`src/rtl/pipe_sum_pkg.sv`:
```
// pipe_sum_pkg: constants and types shared by the pipe_sum_accum block.
//   ADD_LAT     - latency of the upstream 4-input carry-save adder (cycles)
//   Y_W         - width of the adder result Y
//   out_state_t - occupancy of the single-entry output register
package pipe_sum_pkg;

  localparam int ADD_LAT = 4;
  localparam int Y_W     = 8;

  typedef enum logic {
    OUT_EMPTY = 1'b0,
    OUT_FULL  = 1'b1
  } out_state_t;

endpackage

```
`src/rtl/valid_delay.sv`:
```
// valid_delay: LAT-deep 1-bit shift line that moves a valid flag along the
// adder's pipeline so it arrives in the same cycle as the matching result.
// Ports:
//   clk  - rising-edge clock
//   rst  - asynchronous active-high reset; clears every stage
//   din  - valid flag entering the line
//   dout - valid flag delayed by LAT cycles
module valid_delay #(
  parameter int LAT = 4
) (
  input  logic clk,
  input  logic rst,
  input  logic din,
  output logic dout
);

  logic [LAT-1:0] vp;

  generate
    if (LAT == 1) begin : g_single
      always_ff @(posedge clk or posedge rst) begin
        if (rst) vp <= '0;
        else     vp <= din;
      end
    end else begin : g_multi
      always_ff @(posedge clk or posedge rst) begin
        if (rst) vp <= '0;
        else     vp <= {vp[LAT-2:0], din};
      end
    end
  endgenerate

  assign dout = vp[LAT-1];

endmodule

```
`src/rtl/pipe_sum_accum.sv`:
```
// pipe_sum_accum: consumer of the pipelined 4-input adder. It aligns a valid
// flag with the adder result, sums CNT consecutive valid results into a block
// and offers the block sum and mean through a single-entry valid/ready
// register. The adder cannot be stalled, so a block that finishes while the
// output is still held is thrown away and the sticky ovf flag is raised.
// Optional feature macro: ACC_MAX_EN (adds the per-block maximum on blk_max;
// without it blk_max is tied to 0).
// Ports:
//   clk       - rising-edge clock shared with the adder
//   rst       - asynchronous active-high reset
//   src_valid - operands are being driven into the adder this cycle
//   y         - adder output Y
//   out_valid - block result available
//   out_ready - consumer accepts the result
//   acc_sum   - sum of the CNT results of the block
//   acc_mean  - acc_sum >> LOG2_CNT, truncated
//   ovf       - sticky: a completed block was dropped
//   blk_max   - largest Y in the block
module pipe_sum_accum
  import pipe_sum_pkg::*;
#(
  parameter int LAT      = ADD_LAT,
  parameter int IN_W     = Y_W,
  parameter int LOG2_CNT = 2,
  parameter int CNT      = 1 << LOG2_CNT,
  parameter int ACC_W    = IN_W + LOG2_CNT
) (
  input  logic             clk,
  input  logic             rst,
  input  logic             src_valid,
  input  logic [IN_W-1:0]  y,
  output logic             out_valid,
  input  logic             out_ready,
  output logic [ACC_W-1:0] acc_sum,
  output logic [IN_W-1:0]  acc_mean,
  output logic             ovf,
  output logic [IN_W-1:0]  blk_max
);

  localparam logic [LOG2_CNT-1:0] CNT_LAST = LOG2_CNT'(CNT - 1);

  function automatic logic [IN_W-1:0] mean_of(input logic [ACC_W-1:0] v);
    return IN_W'(v >> LOG2_CNT);
  endfunction

  function automatic logic [IN_W-1:0] max_of(input logic [IN_W-1:0] p,
                                             input logic [IN_W-1:0] q);
    return (p > q) ? p : q;
  endfunction

  logic                y_valid;
  logic [LOG2_CNT-1:0] cnt;
  logic [ACC_W-1:0]    acc;
  logic [ACC_W-1:0]    blk_final;
  logic                blk_done;
  logic                slot_free;
  logic                load;
  out_state_t          state;

  // ---- stage: valid flag travels alongside the adder pipeline ----
  valid_delay #(.LAT(LAT)) u_valid_delay (
    .clk  (clk),
    .rst  (rst),
    .din  (src_valid),
    .dout (y_valid)
  );

  // ---- stage: block accumulation ----
  // The first result of a block overwrites acc, so no separate clear is needed.
  assign blk_final = (cnt == '0) ? ACC_W'(y) : acc + ACC_W'(y);
  assign blk_done  = y_valid && (cnt == CNT_LAST);
  assign slot_free = (state == OUT_EMPTY) || out_ready;
  assign load      = blk_done && slot_free;

  // cnt wraps to 0 by itself because CNT is a power of two.
  always_ff @(posedge clk or posedge rst) begin
    if (rst) begin
      cnt <= '0;
      acc <= '0;
    end else if (y_valid) begin
      cnt <= cnt + 1'b1;
      acc <= blk_final;
    end
  end

  // ---- stage: output register and occupancy ----
  always_ff @(posedge clk or posedge rst) begin
    if (rst) begin
      state    <= OUT_EMPTY;
      acc_sum  <= '0;
      acc_mean <= '0;
      ovf      <= 1'b0;
    end else begin
      if (load) begin
        state    <= OUT_FULL;
        acc_sum  <= blk_final;
        acc_mean <= mean_of(blk_final);
      end else if ((state == OUT_FULL) && out_ready) begin
        state <= OUT_EMPTY;
      end
      if (blk_done && !slot_free) ovf <= 1'b1;
    end
  end

  assign out_valid = (state == OUT_FULL);

`ifdef ACC_MAX_EN
  logic [IN_W-1:0] run_max;
  logic [IN_W-1:0] max_final;

  assign max_final = (cnt == '0) ? y : max_of(run_max, y);

  always_ff @(posedge clk or posedge rst) begin
    if (rst) begin
      run_max <= '0;
      blk_max <= '0;
    end else begin
      if (y_valid) run_max <= max_final;
      if (load)    blk_max <= max_final;
    end
  end
`else
  assign blk_max = '0;
`endif

endmodule

```
`config.mk`:
```
export PLATFORM = sky130hd
export DESIGN_NAME = pipe_sum_accum
export DESIGN_NICKNAME = d
export VERILOG_FILES = /design/src/rtl/pipe_sum_pkg.sv /design/src/rtl/valid_delay.sv /design/src/rtl/pipe_sum_accum.sv
export SDC_FILE = /design/constraint.sdc
export NUM_CORES = 1
export LEC_CHECK = 0
export CORE_ASPECT_RATIO = 2
export CORE_MARGIN = 8
export CORE_UTILIZATION = 50
export CTS_BUF_LIST = sky130_fd_sc_hd__clkbuf_8 sky130_fd_sc_hd__clkbuf_16
export DETAILED_ROUTE_END_ITERATION = 8
export GPL_TIMING_DRIVEN = 0
export PLACE_DENSITY = 0.88
export SLEW_MARGIN = 20
export SYNTH_ARGS = -nofsm -noshare
export SYNTH_HDL_FRONTEND = slang
export SYNTH_SLANG_ARGS = --single-unit
```
`constraint.sdc`:
```
create_clock -name clk -period 6.5 [get_ports clk]
set_input_delay 0.65 -clock clk [delete_from_list [all_inputs] [get_ports clk]]
set_output_delay 0.65 -clock clk [all_outputs]
set_load 0.01 [all_outputs]
```
# Word-level counts from Yosys, hierarchy flattened
# Index checks and enable logic that the tools add are counted.
# totals
register_bits	36
inputBits	12
output_inout_bits	28
elab_cells	22
# op_classes
addsub	2
n_eq_ne	1
n_mux	3
bitwise	1
n_reduce_logical	8
# op_table
cell	n
adder 10 x 8 -> 10 bit	1
two-way mux 10 bit	1
logical AND 1 bit	4
adder 2 x 1 -> 2 bit (second input constant)	1
== test 2 bit (second input constant)	1
logical NOT 2 bit	1
two-way mux 1 bit	2
nonzero test 2 bit	1
logical NOT 1 bit	1
logical OR 1 bit	1
NOT 1 bit	1

# Depth between registers and ports, before layout
# logic_depth
word_depth	4
ltp_mapped	8
mapped_depth_nobuf	7

# Cells and area by module
# A second synthesis with hierarchy kept.
# hier_totals
hier_cells	188
area_unflattened_um2	1757.9
# modules_own_cells
module	n_inst	cells_per_inst	area_each_um2	seq_area_each_um2
pipe_sum_accum	1	183	1654.1	600.6
valid_delay	1	5	103.8	100.1

# Worst setup path after synthesis
# OpenSTA, ideal clock, no wires.
# synth_timing
kind	in2reg
start	input y[0]
end	register acc[6]
setup_time_ps	127
t_arrival_ps	2260
required_ps	6373
setup_slack_ps	4114
stages	7
n_path_buf	0
path_cell_list	ha_1 fa_1 a211oi_1 o21bai_1 a21oi_1 mux2i_1 nand3_1
# synth_between
elab_chain_cells	2
# synth_rtl
item	line_no	rtl
start, declared	pipe_sum_accum.sv:31	input logic [IN_W-1:0] y,
adder 10 x 8 -> 10 bit	pipe_sum_accum.sv:70	assign blk_final = (cnt == '0) ? ACC_W'(y) : acc + ACC_W'(y);
two-way mux 10 bit	pipe_sum_accum.sv:70	
end signal, assigned	pipe_sum_accum.sv:82	acc <= blk_final;
end, declared	pipe_sum_accum.sv:53	logic [ACC_W-1:0] acc;
# No other way between the ends.
# A chain may end at the register's enable or synchronous reset.

# Worst setup path after layout
# Ends and elaborated chain as after synthesis.

==> reports/summary.txt <==
Max Clock Skew: 14.3 ps
multi-input gate area in the final layout: 910 um^2
cell chosen for the clock root: clkbuf_8
post-cts gate resize count: 0
Final setup violation count: 0
gate count after technology mapping: 187
final number of max-transition violations: 0
final-stage net count: 253
top_reg_cell synth: dfrtp_1
end-of-flow core utilization: 0.653
share of final-layout standard cells stronger than drive strength 1: 0.162
cell area after layout: 2210 um^2
power density over cell area: 474 nW/um^2
critical path type: input port to register
Placement Rows: 30
remaining antenna violation count: 0
Clock transition at path regs: 100 ps
max-capacitance violation count: 0
Cells on Worst Hold Path: 0
half-perimeter wire length after placement: 3.02 mm
antenna violations before repair: 0
number of storage elements in the synthesis netlist: 28
I/O Buffers: 31
effective utilization at floorplan: 0.525
Max H-tree Level: 1
fraction of the yosys area taken by sequential cells: 0.395
die height: 100 um
CTS tree: built
wire length after detailed routing: 4.06 mm
die outline area: 5830 um^2
count of routing violations after the opening detailed-route iteration: 54
CP Data Required Time: 6680 ps
number of inserted diodes: 0
horizontal die dimension: 58.1 um
transition at the pin with the smallest max-transition slack: 591 ps
share of synthesized registers carrying an async set or reset: 1.00
number of enable flip-flop cells after synthesis: 0
crit path launch type: input port
series of cell instances along the critical path: clkdlybuf4s50_1 > ha_1 > fa_1 > a211oi_1 > o21bai_1 > a21oi_1 > mux2i_1 > nand3_1
setup total negative slack: 0 ps
crit share post-route: 0.430
Area Overhead vs Synth: 24.3%
final weighted congestion in routability-driven placement: 0.887
Yosys warning count: 0
number of global-route vias before repair: 1,546
per-instance average area after synthesis: 9.49 um^2
max frequency: 0.358 GHz
crit-path max cell delay: 440 ps
outcome: finished clean
total number of clock tree sinks: 28
leakage: 1.01 nW
maximum fanout count along the critical path: 3
Post-Place Cell Area: 2150 um^2
maximum VDD drop: 0.287 mV
wire length of the first global-routing pass: 6.67 mm
Fillers: 281
Slew Limit Headroom: 0.606
count of buffering cells on the critical path with inverters included: 1
data arrival time of the critical path: 2980 ps
count of pins on the block boundary: 40
Synth cell types: 47
unrepaired setup endpoints after global routing: false
later-pin clock latency in the skew report: 290 ps
crit end category: register
class of the tightest hold or removal check: register to register
number of buffers on the longest clock path: 2
placeable core region: 3380 um^2
GRT Total Usage: 0.144
area taken by flip-flops and latches: 701 um^2
post-synthesis instance area: 1770 um^2
number of iterations in the first detailed-routing pass: 4
aggregate global routing overflow: 0
via count of the routed design: 1,482
DRC violations left: 0
hold violation count in the final report: 0
worst-case reg-to-reg path depth: 7
Finished Layout Cells: 261
number of buffers added by the clock tree synthesis step: 3
Avg Vias per Cell: 5.68
cts-stage hold buffer count: 0
cell family with most CP delay: compound AO/OA/AOI/OAI gates
routed length per instance: 15.5 um
pin count of the biggest net entering global routing: 29
path length in cells of the critical path: 8
minimum period implied by the final worst setup slack: 2800 ps
total instance count after detailed placement: 257
critical-path cell with the highest stage delay: clkdlybuf4s50_1
post-CTS repair timing setup buffer count: 0
cells in the final DEF, fill, tap and decap left out, drive strengths merged, types with 2 or more instances in the layout:
master,count
inv,5
nand3,6
nor3,6
nand2b,4
mux2,2
xnor2,2
buf,22
nor2,15
nand2,20
dfrtp,28
a2111oi,2
clkbuf,8
o21ai,11
ha,10
a211oi,4
clkdlybuf4s50,31
a21o,2
mux2i,7
conb,8
a21oi,12
nor3b,5
o21bai,2
cells in the mapped netlist (all sizes together), types with 2 or more instances:
library cell,count,area share
dfrtp,28,0.39
buf,22,0.087
nand2,20,0.042
nor2,15,0.033
a21oi,12,0.038
o21ai,11,0.031
ha,10,0.071
mux2i,7,0.039
nand3,6,0.017
nor3,6,0.017
inv,5,0.011
nor3b,5,0.021
a211oi,4,0.020
clkbuf,4,0.0092
nand2b,4,0.014
a2111oi,2,0.024
a21o,2,0.0085
mux2,2,0.013
o21bai,2,0.0085
xnor2,2,0.0099
flip-flops by register name (all words and copies together), names as in the netlist:
name,cells
acc,10
acc_sum,10
cnt,2
out_valid,1
ovf,1
u_valid_delay.vp,4
worst paths after layout:
path / start / slack [ps] / endpoint
max reg2reg: acc[0] / 4130 / acc[6]
max: y[0] / 3700 / acc[6]
min in group asynchronous: rst / 740 / acc[6]
max in group asynchronous: rst / 5360 / acc[9]
min: u_valid_delay.vp[2] / 360 / u_valid_delay.vp[3]
min reg2reg: u_valid_delay.vp[2] / 360 / u_valid_delay.vp[3]
final cells by class:
| cell class | count | area share |
|---|---|---|
| inverter | 5 | 0.00851 |
| clock buffer | 4 | 0.0250 |
| tap | 32 | 0.0182 |
| multi-input combinational | 135 | 0.412 |
| buffer | 26 | 0.0777 |
| sequential | 28 | 0.318 |
| timing repair buffer | 31 | 0.141 |
stage by stage:
step                      worst slack, ps  power, mW  hold slack (ps)
final                                3700       1.05              363
after floorplan                      4110      0.725              331
after detailed placement             3490      0.931              343
after CTS                            3730       1.05              365
after global routing                 3600       1.12              377
after global placement               3520      0.914              332
metal layers:
metal,track usage,vias up,part of all wire,wire length [um]
met1,0.134,699,0.36,1470
met4,0.108,0,0.028,112
met2,0.262,59,0.55,2220
li1,-,714,-,-
met3,0.0256,10,0.060,244
met5,0,-,0,0
report_power, final:
group	leakage [nW]	internal (mW)	switching, mW	total (mW)
Clock	0.0288	0.0544	0.0562	0.111
Combinational	0.647	0.314	0.325	0.639
Sequential	0.339	0.247	0.0490	0.296
cells by family (layout without fill, tap and decap cells):
logic type	Yosys count	after routing	share of synthesized area
and+or+nand+nor	63	63	0.177
AOI/OAI and AO/OA	41	41	0.170
buffers and inverters	31	66	0.107
DFF	28	28	0.395
adders and majority gates	11	11	0.0818
muxes	9	9	0.0522
xor gates and xnor gates	3	3	0.0148
other	1	8	0.00211
Note: power is estimated with default switching activity, not from simulation.
